===== src/rtl/hazard_unit_mc_if.sv =====
// Pipeline-to-hazard-unit bundle: register addresses, write enables and
// instruction kind in; forwarding selects, stall/flush controls and MDU status out.
interface hazard_unit_mc_if #(
    parameter int REG_W = 5
) ();
    logic [REG_W-1:0] rs1_ex;
    logic [REG_W-1:0] rs2_ex;
    logic [REG_W-1:0] rd_ex;
    logic [REG_W-1:0] rd_mem;
    logic [REG_W-1:0] rd_wb;
    logic             rf_en_ex;
    logic             rf_en_mem;
    logic             rf_en_wb;
    logic [REG_W-1:0] rs1_id;
    logic [REG_W-1:0] rs2_id;
    logic             rs1_used_id;
    logic             rs2_used_id;
    logic             is_load_ex;
    logic             mdu_start_ex;
    logic             br_taken;
    logic [1:0]       forward_a;
    logic [1:0]       forward_b;
    logic             stall_if;
    logic             stall_id;
    logic             stall_ex;
    logic             flush_id;
    logic             flush_ex;
    logic             flush_mem;
    logic             mdu_busy;
    logic             mdu_done;

    modport master (
        output rs1_ex, rs2_ex, rd_ex, rd_mem, rd_wb,
        output rf_en_ex, rf_en_mem, rf_en_wb,
        output rs1_id, rs2_id, rs1_used_id, rs2_used_id,
        output is_load_ex, mdu_start_ex, br_taken,
        input  forward_a, forward_b,
        input  stall_if, stall_id, stall_ex,
        input  flush_id, flush_ex, flush_mem,
        input  mdu_busy, mdu_done
    );

    modport slave (
        input  rs1_ex, rs2_ex, rd_ex, rd_mem, rd_wb,
        input  rf_en_ex, rf_en_mem, rf_en_wb,
        input  rs1_id, rs2_id, rs1_used_id, rs2_used_id,
        input  is_load_ex, mdu_start_ex, br_taken,
        output forward_a, forward_b,
        output stall_if, stall_id, stall_ex,
        output flush_id, flush_ex, flush_mem,
        output mdu_busy, mdu_done
    );
endinterface


===== src/rtl/hazard_unit_mc.sv =====
// Hazard/forwarding controller for the 5-stage pipeline: operand forwarding,
// multi-cycle load-use stall, multi-cycle MDU stall FSM, branch flush priority.
module hazard_unit_mc #(
    parameter int REG_W    = 5,
    parameter int MDU_LAT  = 4,
    parameter int LOAD_LAT = 1,
    parameter int CNT_W    = 4
) (
    input logic       clk,
    input logic       rst,
    hazard_unit_mc_if.slave hz
);

    typedef enum logic {
        IDLE = 1'b0,
        BUSY = 1'b1
    } mdu_state_e;

    localparam logic [REG_W-1:0] X0 = '0;

    mdu_state_e state_q, state_d;
    logic [CNT_W-1:0] mdu_cnt_q, mdu_cnt_d;
    logic [CNT_W-1:0] lu_cnt_q, lu_cnt_d;
    logic mdu_stall;
    logic mdu_done;
    logic lu_hit;
    logic lu_stall;

    // MEM result is newer than WB, so it wins; x0 is hardwired and never forwarded.
    function automatic logic [1:0] fwd_sel(
        input logic [REG_W-1:0] rs,
        input logic [REG_W-1:0] rd_mem,
        input logic             en_mem,
        input logic [REG_W-1:0] rd_wb,
        input logic             en_wb
    );
        if (rs != X0 && en_mem && rs == rd_mem) return 2'b10;
        if (rs != X0 && en_wb && rs == rd_wb)   return 2'b01;
        return 2'b00;
    endfunction

    always_comb begin
        hz.forward_a = fwd_sel(hz.rs1_ex, hz.rd_mem, hz.rf_en_mem, hz.rd_wb, hz.rf_en_wb);
        hz.forward_b = fwd_sel(hz.rs2_ex, hz.rd_mem, hz.rf_en_mem, hz.rd_wb, hz.rf_en_wb);
    end

    always_comb begin
        lu_hit = hz.is_load_ex && hz.rf_en_ex && (hz.rd_ex != X0) &&
                 ((hz.rs1_used_id && hz.rs1_id == hz.rd_ex) ||
                  (hz.rs2_used_id && hz.rs2_id == hz.rd_ex));
        lu_stall = (lu_hit && !hz.br_taken) || (lu_cnt_q != '0);
        lu_cnt_d = lu_cnt_q;
        if (lu_cnt_q != '0) begin
            lu_cnt_d = lu_cnt_q - CNT_W'(1);
        end else if (lu_hit && !hz.br_taken) begin
            // The hit cycle itself is the first stall cycle; the counter covers the rest.
            lu_cnt_d = CNT_W'(LOAD_LAT - 1);
        end
    end

    always_comb begin
        state_d   = state_q;
        mdu_cnt_d = mdu_cnt_q;
        mdu_stall = 1'b0;
        mdu_done  = 1'b0;
        case (state_q)
            IDLE: begin
                if (hz.mdu_start_ex) begin
                    if (MDU_LAT > 1) begin
                        state_d   = BUSY;
                        mdu_cnt_d = CNT_W'(MDU_LAT - 2);
                        mdu_stall = 1'b1;
                    end else begin
                        mdu_done = 1'b1;
                    end
                end
            end
            BUSY: begin
                // Final cycle releases the pipeline without looking at mdu_start_ex.
                if (mdu_cnt_q != '0) begin
                    mdu_stall = 1'b1;
                    mdu_cnt_d = mdu_cnt_q - CNT_W'(1);
                end else begin
                    mdu_done = 1'b1;
                    state_d  = IDLE;
                end
            end
            default: state_d = IDLE;
        endcase
    end

    always_ff @(posedge clk or posedge rst) begin
        if (rst) begin
            state_q   <= IDLE;
            mdu_cnt_q <= '0;
            lu_cnt_q  <= '0;
        end else begin
            state_q   <= state_d;
            mdu_cnt_q <= mdu_cnt_d;
            lu_cnt_q  <= lu_cnt_d;
        end
    end

    always_comb begin
        hz.stall_if  = 1'b0;
        hz.stall_id  = 1'b0;
        hz.stall_ex  = 1'b0;
        hz.flush_id  = 1'b0;
        hz.flush_ex  = 1'b0;
        hz.flush_mem = 1'b0;
        hz.mdu_busy  = (state_q == BUSY);
        hz.mdu_done  = mdu_done;
        if (mdu_stall) begin
            hz.stall_if  = 1'b1;
            hz.stall_id  = 1'b1;
            hz.stall_ex  = 1'b1;
            hz.flush_mem = 1'b1;
        end else if (hz.br_taken) begin
            hz.flush_id = 1'b1;
            hz.flush_ex = 1'b1;
        end else if (lu_stall) begin
            hz.stall_if = 1'b1;
            hz.stall_id = 1'b1;
            hz.flush_ex = 1'b1;
        end
    end

endmodule


===== src/flat_wrapper.sv =====
// flat-port wrapper written by rule: the top's interface ports become plain ports
module hazard_unit_mc_flat 
#(
    parameter int REG_W    = 5,
    parameter int MDU_LAT  = 4,
    parameter int LOAD_LAT = 1,
    parameter int CNT_W    = 4
)
  (clk, rst, hz_rs1_ex, hz_rs2_ex, hz_rd_ex, hz_rd_mem, hz_rd_wb, hz_rf_en_ex, hz_rf_en_mem, hz_rf_en_wb, hz_rs1_id, hz_rs2_id, hz_rs1_used_id, hz_rs2_used_id, hz_is_load_ex, hz_mdu_start_ex, hz_br_taken, hz_forward_a, hz_forward_b, hz_stall_if, hz_stall_id, hz_stall_ex, hz_flush_id, hz_flush_ex, hz_flush_mem, hz_mdu_busy, hz_mdu_done);
  hazard_unit_mc_if #(.REG_W(REG_W)) hz_i ();
  input logic clk;
  input logic rst;
  input wire logic [$bits(hz_i.rs1_ex)-1:0] hz_rs1_ex;
  input wire logic [$bits(hz_i.rs2_ex)-1:0] hz_rs2_ex;
  input wire logic [$bits(hz_i.rd_ex)-1:0] hz_rd_ex;
  input wire logic [$bits(hz_i.rd_mem)-1:0] hz_rd_mem;
  input wire logic [$bits(hz_i.rd_wb)-1:0] hz_rd_wb;
  input wire logic [$bits(hz_i.rf_en_ex)-1:0] hz_rf_en_ex;
  input wire logic [$bits(hz_i.rf_en_mem)-1:0] hz_rf_en_mem;
  input wire logic [$bits(hz_i.rf_en_wb)-1:0] hz_rf_en_wb;
  input wire logic [$bits(hz_i.rs1_id)-1:0] hz_rs1_id;
  input wire logic [$bits(hz_i.rs2_id)-1:0] hz_rs2_id;
  input wire logic [$bits(hz_i.rs1_used_id)-1:0] hz_rs1_used_id;
  input wire logic [$bits(hz_i.rs2_used_id)-1:0] hz_rs2_used_id;
  input wire logic [$bits(hz_i.is_load_ex)-1:0] hz_is_load_ex;
  input wire logic [$bits(hz_i.mdu_start_ex)-1:0] hz_mdu_start_ex;
  input wire logic [$bits(hz_i.br_taken)-1:0] hz_br_taken;
  output wire logic [$bits(hz_i.forward_a)-1:0] hz_forward_a;
  output wire logic [$bits(hz_i.forward_b)-1:0] hz_forward_b;
  output wire logic [$bits(hz_i.stall_if)-1:0] hz_stall_if;
  output wire logic [$bits(hz_i.stall_id)-1:0] hz_stall_id;
  output wire logic [$bits(hz_i.stall_ex)-1:0] hz_stall_ex;
  output wire logic [$bits(hz_i.flush_id)-1:0] hz_flush_id;
  output wire logic [$bits(hz_i.flush_ex)-1:0] hz_flush_ex;
  output wire logic [$bits(hz_i.flush_mem)-1:0] hz_flush_mem;
  output wire logic [$bits(hz_i.mdu_busy)-1:0] hz_mdu_busy;
  output wire logic [$bits(hz_i.mdu_done)-1:0] hz_mdu_done;
  assign hz_i.rs1_ex = hz_rs1_ex;
  assign hz_i.rs2_ex = hz_rs2_ex;
  assign hz_i.rd_ex = hz_rd_ex;
  assign hz_i.rd_mem = hz_rd_mem;
  assign hz_i.rd_wb = hz_rd_wb;
  assign hz_i.rf_en_ex = hz_rf_en_ex;
  assign hz_i.rf_en_mem = hz_rf_en_mem;
  assign hz_i.rf_en_wb = hz_rf_en_wb;
  assign hz_i.rs1_id = hz_rs1_id;
  assign hz_i.rs2_id = hz_rs2_id;
  assign hz_i.rs1_used_id = hz_rs1_used_id;
  assign hz_i.rs2_used_id = hz_rs2_used_id;
  assign hz_i.is_load_ex = hz_is_load_ex;
  assign hz_i.mdu_start_ex = hz_mdu_start_ex;
  assign hz_i.br_taken = hz_br_taken;
  assign hz_forward_a = hz_i.forward_a;
  assign hz_forward_b = hz_i.forward_b;
  assign hz_stall_if = hz_i.stall_if;
  assign hz_stall_id = hz_i.stall_id;
  assign hz_stall_ex = hz_i.stall_ex;
  assign hz_flush_id = hz_i.flush_id;
  assign hz_flush_ex = hz_i.flush_ex;
  assign hz_flush_mem = hz_i.flush_mem;
  assign hz_mdu_busy = hz_i.mdu_busy;
  assign hz_mdu_done = hz_i.mdu_done;
  hazard_unit_mc #(.REG_W(REG_W), .MDU_LAT(MDU_LAT), .LOAD_LAT(LOAD_LAT), .CNT_W(CNT_W)) u_core (.clk(clk), .rst(rst), .hz(hz_i));
endmodule

===== config.mk =====
export PLATFORM = sky130hd
export DESIGN_NAME = hazard_unit_mc_flat
export DESIGN_NICKNAME = d
export VERILOG_FILES = /design/src/rtl/hazard_unit_mc_if.sv /design/src/rtl/hazard_unit_mc.sv /design/src/flat_wrapper.sv
export SDC_FILE = /design/constraint.sdc
export NUM_CORES = 1
export LEC_CHECK = 0
export CORE_MARGIN = 2
export CORE_UTILIZATION = 35
export DETAILED_ROUTE_END_ITERATION = 12
export HOLD_SLACK_MARGIN = 0.15
export PLACE_DENSITY_LB_ADDON = 0.05
export SYNTH_ARGS = -nofsm -noshare
export SYNTH_HDL_FRONTEND = slang
export SYNTH_SLANG_ARGS = --single-unit
export TNS_END_PERCENT = 50

===== constraint.sdc =====
create_clock -name clk -period 2.5 [get_ports clk]
set_clock_uncertainty 0.2 [all_clocks]
set_input_delay 0.5 -clock clk [delete_from_list [all_inputs] [get_ports clk]]
set_output_delay 0.5 -clock clk [all_outputs]
set_load 0.005 [all_outputs]

-- Word level (Yosys, flattened, before mapping)
Cells that the tools add are included.
- bits in registers: 9
- input bits: 45
- output and inout bits: 12
- word-level logic and storage cells: 70
- add/subtract/negate cells: 2
- equality and inequality tests: 8
- muxes and demuxes: 32
- bitwise gates (word level): 1
- reductions and logical operators: 24
- operators by type and width (kind ; count):
    $eq A5 B5 Y1 ; 6
    $mux W1 ; 17
    $mux W2 ; 8
    $mux W4 ; 4
    $reduce_bool A5 Y1 ; 3
    $logic_and A1 B1 Y1 ; 14
    $pmux W4 S2 ; 1
    $reduce_bool A4 Y1 ; 2
    $sub A4 B1 Y4 const B ; 2
    $ne A2 B2 Y1 const B ; 2
    $pmux W1 S2 ; 2
    $logic_or A1 B1 Y1 ; 2
    $reduce_and A2 Y1 ; 1
    $reduce_bool A2 Y1 ; 1
    $logic_not A1 Y1 ; 1
    $not A1 Y1 ; 1

-- Logic depth before layout (Yosys ltp)
Gate-level depths: netlist (run 1).
- depth in word-level cells: 9
- gate-level depth with buffers: 8
- mapped depth without buffers: 8

-- Worst setup path after synthesis (run 1)
OpenSTA, ideal clock, no wires.
- path kind: input-to-output
- start point: input hz_rd_ex[0]
- end point: output hz_stall_if
- data arrival time: 1.558 ns
- data required time: 1.800 ns
- setup slack: 0.242 ns
- cell stages on the path: 4
- buffers on the path: 1
- cells stage by stage: or4_1 -> o2111ai_1 -> o221ai_1 -> buf_4
- longest elaborated chain between the ends: 9
- elaborated cells between the ends (all ways): 13
- classes of those cells: 2 x eq/ne; 3 x mux; 8 x reduce/logical
- RTL lines (item ; RTL line ; source):
    start, declared ; flat_wrapper.sv:15 ; input wire logic [$bits(hz_i.rd_ex)-1:0] hz_rd_ex;
    $eq A5 B5 Y1, on equally long branches ; hazard_unit_mc.sv:49, hazard_unit_mc.sv:50 ;
    $logic_and A1 B1 Y1, on equally long branches ; hazard_unit_mc.sv:49, hazard_unit_mc.sv:50 ;
    $logic_or A1 B1 Y1 ; hazard_unit_mc.sv:49 ; ((hz.rs1_used_id && hz.rs1_id == hz.rd_ex) ||
    $logic_and A1 B1 Y1 * ; hazard_unit_mc.sv:48 ; lu_hit = hz.is_load_ex && hz.rf_en_ex && (hz.rd_ex != X0) &&
    $logic_and A1 B1 Y1 * ; hazard_unit_mc.sv:51 ; lu_stall = (lu_hit && !hz.br_taken) || (lu_cnt_q != '0);
    $logic_or A1 B1 Y1 * ; hazard_unit_mc.sv:51 ;
    $mux W1 * (3 in a row) ; - ;
    end, declared ; flat_wrapper.sv:30 ; output wire logic [$bits(hz_i.stall_if)-1:0] hz_stall_if;
Mark *: on every way between the ends. The rest lies on a longest branch, timed or not.

-- Worst setup path in the final report (run 1)
- start point: input hz_rs2_ex[0]
- end point: output hz_forward_b[0]
- longest elaborated chain between the ends: 7
- elaborated cells between the ends (all ways): 13
- classes of those cells: 2 x eq/ne; 6 x mux; 5 x reduce/logical
- RTL lines (item ; RTL line ; source):
    start, declared ; flat_wrapper.sv:14 ; input wire logic [$bits(hz_i.rs2_ex)-1:0] hz_rs2_ex;
    $reduce_bool A5 Y1 ; hazard_unit_mc.sv:37, hazard_unit_mc.sv:38 ;
    $logic_and A1 B1 Y1 (2 in a row) ; hazard_unit_mc.sv:38 ; if (rs != X0 && en_wb && rs == rd_wb) return 2'b01;
    $mux W1 (2 in a row) ; hazard_unit_mc.sv:38 ;
    $mux W2 ; hazard_unit_mc.sv:39 ; return 2'b00;
    $mux W2 * ; hazard_unit_mc.sv:38 ;
    end, declared ; flat_wrapper.sv:29 ; output wire logic [$bits(hz_i.forward_b)-1:0] hz_forward_b;
Mark *: on every way between the ends. The rest lies on a longest branch, timed or not. The select of a mux whose other input is x is not followed.

==> results, run 1 <==
- The flow ran to the end, but the final reports show violations.
- The final reports fail on negative setup slack.
- The total standard cell area after synthesis is 908 um2.
- For this run, asynchronously set or reset flops after synthesis account for 100%.
- The DRC marker count from the first detailed-route iteration is 0.
- The highest net fanout along the worst path is 2.
- In this run the count of I/O pins placed on the die edge is 57.
- Summed over all instances, the cell type with the most area after synthesis is dfrtp_1.
- After detailed routing, the average wire length per cell comes to between 10 and 15 um.
- The number of core rows is 18.
- The count of pins over their slew limit is 0.
- The number of global-route vias before repair was between 1000 and 1500.
- The detailed placer's ending HPWL is around 2300 um.
- The longest clock path from root to sink contains 2 buffers.
- Buffers placed on the I/O ports in this run total 56.
- The highest ir drop seen on vdd is between 0.7 and 0.8 mV.
- For this design the ratio of total power to cell area is between 500 and 600 nW/um2.
- Entering global routing, the biggest net connects 10 pins.
- The average via count per standard cell is 4.77.
- The path category of the worst min-delay check is primary input to async pin.
- The global-route wire length before repair is between 4000 and 5000 um.
- The CTS clock-pin slew for the worst setup and hold paths is approximately 60 ps.
- The floorplan die area is slightly above 3000 um2.
- The fraction of final layout cells with drive strength greater than 1 is 46.1%.
- The transition at the pin with the smallest max-transition slack is ~430 ps.
- Setup repair after global routing could not meet its margin everywhere.
- Yosys mapped a number of flops with a built-in enable equal to 0.
- The core region is 2480 um2.
- The final wirelength is ~3000 um.
- The critical path in this run is classified as primary input to output port.
- The dominant register cell in the synthesized netlist is dfrtp_1.
- The latest clock arrival within the worst-skew pair is 270 ps.
- For this configuration, the core starts out at a cell density of 36.7%.
- After layout, the worst setup slack is -20.5 ps.
- The master cell of the clock root buffer is clkbuf_4.
- The final hold violation count is 0.
- The length in cells of the worst reg-to-reg path is 9.
- The worst path arrival time is approximately 1800 ps.
- The netlist uses 34 different library cells.
- For flop-to-flop paths, the worst setup slack is ~580 ps.
- The tightest hold path in the finished design has a slack of 318 ps.
- The DRC violation count after routing is 0.
- In this run the critical register-to-register path is captured at u_core.mdu_cnt_q[3]$_DFFE_PP0P_.
- The routed design could run at a clock period as short as ~2500 ps.
- The number of hold buffers added after CTS is 0.
- The last weighted congestion value of the routability-driven placer is 0.759.
- The number of nets in the synthesized netlist is 145.
- In this run the mean area of a mapped cell was 9.18 um2.
- The proportion of netlist area held by the largest area contributor is 24.8%.
- Setup violations remaining at the end of the flow were counted as 3.
- The startpoint of the worst register-to-register path is u_core.mdu_cnt_q[1]$_DFFE_PP0P_.
- Compared with the post-synthesis result, the final layout area differs by 98.9%.
- Sequential cells were found to cover around 25% of the synthesized design area.
- The synthesized design contains 9 register bits.
- The floorplan step set the die width to 54.9 um.
- In this run the number of H-tree levels came out at 1.
- The number of max-cap violations is 0.
- The Yosys step of the flow raised 0 warnings.
- The library cells used most frequently in the layout, excluding fill and tap cells, are buf_4 (34), xnor2_1 (18), clkdlybuf4s50_1 (16).
- The CTS buffer count is 3.
- The net total in the final layout is 240.
- After technology mapping, the gate count stands at 99.
- The count of nets left with antenna violations after detail routing is 0.
- The diode insertion count for antenna repair is 0.
- Clock tree synthesis found a total of 9 sinks.
- The initial antenna violation count came to 0.
- Leaving out fill and tap cells, the most frequent cell in the layout is buf_4.
- The startpoint class of the critical path is a primary input.
- In the global route stage, overall resource usage came out at 21.2%.
- The number of search-and-repair iterations in the first detailed-routing pass is 1.
- The worst-case headroom to the max-slew limit is a little over two thirds.
- The critical path starts at hz_rs2_ex[0].
- From bottom edge to top edge, the die measures roughly 55 um.
- For the final routed database, the setup TNS stands at -56.9 ps.
- The TritonCTS clock tree is yes.
- In the post-synthesis netlist, the biggest area contributors are dfrtp_1 (25%), xnor2_1 (17%), xor2_1 (13%), nor4_2 (6.9%), nand4_1 (2.8%).
- Overall power consumption after layout is estimated at about 1000 uW.
- The portion of the clock cycle consumed by the worst path in the final layout is 101%.
- The analysis attributes to cell leakage a power of between 0.0008 and 0.0009 uW.
- STA classifies the critical path endpoint as an output port.
- Based on the critical path, the design can be clocked at up to 0.397 GHz.
- The detailed router placed between 1000 and 1500 vias in this run.
- The total overflow left after global routing is 0.
- STA puts the critical path data required time at roughly 1800 ps.
-- Yosys cell counts, drive strengths merged, types with 2 or more instances --
library cell / instances
dfrtp: 9
a32oi: 2
o21ai: 5
or4: 3
nor4: 8
nor2: 6
inv: 7
xnor2: 18
nand2: 6
buf: 2
xor2: 13
and2: 2
nand4: 4
-- layout make-up --
class	count	area, um2
clock buffers	4	26.3
repair buffers	92	754
inverters	7	26.3
flip-flops and latches	9	225
fillers	197	671
multi-input cells	81	737
well taps	30	37.5
-- where the power goes --
group | leakage, uW | switching [uW] | internal, uW | total, uW
combinational | 0.000684 | 280 | 429 | 710
clock | 0.0000150 | 53.7 | 61.7 | 115
sequential | 0.000115 | 32.4 | 188 | 221
total | 0.000814 | 367 | 680 | 1050
-- kinds of logic after synthesis --
| group | synth area share (%) |
|---|---|
| and+or+nand+nor | 28.0 |
| DFF | 24.8 |
| xor gates and xnor gates | 29.9 |
| buffers and inverters | 4.55 |
| AOI/OAI and AO/OA | 11.4 |
| adders and majority gates | 1.38 |
-- registers in the layout, summed over array words and instances (netlist names) --
| register | cells |
|---|---|
| u_core.hz.mdu_busy | 1 |
| u_core.mdu_cnt_q | 4 |
| u_core.lu_cnt_q | 4 |
-- per-stage QoR --
stage          setup slack [ps]  std cells  area, um2  utilization (%)
4_1_cts                    -125        223       1790             72.4
5_1_grt                    -138        223       1810             72.9
6_report                  -20.5        223       1810             72.9
2_1_floorplan               242         99        908                -
3_5_place_dp               -711        211       1700             68.7
3_3_place_gp               -640        211       1700             68.7
-- per-layer routing --
metal,part of all wire (%),global-route usage (%),vias to the layer above
li1,-,-,535
met1,39,24.1,489
met2,52,38.9,34
met3,7.1,3.49,5
met4,1.4,8.94,0
met5,0,0,-
-- critical path, cell delays in order --
cell             delay (ps)
clkdlybuf4s15_2         200
or4_4                   430
nor2_4                  140
nor4_4                   50
buf_4                   130
nor4_2                  210
buf_2                   150
-- repair_timing --
action / in CTS / in global routing
resized for setup: 107 / 18
setup endpoints to repair: 11 / 10
setup buffers: 9 / 2
pin swaps: 18 / 18
-- worst max-delay path by stage --
| stage | end | cells past startpoint | slack [ps] |
|---|---|---|---|
| 2_1_floorplan | hz_stall_if | 4 | 240 |
| 5_1_grt | hz_flush_ex | 9 | -140 |
| 4_1_cts | hz_flush_mem | 9 | -130 |
| 3_3_place_gp | hz_stall_if | 6 | -640 |
| 6_report | hz_forward_b[0] | 7 | -20 |
| 3_5_place_dp | hz_stall_id | 6 | -710 |
(Power assumes the default switching activity.)
==> run 2, diff against run 1 <==
- CTS_CLUSTER_DIAMETER: unset -> 150
==> results of run 2 <==
No change in the layout: final DEF, timing and power equal those of run 1.
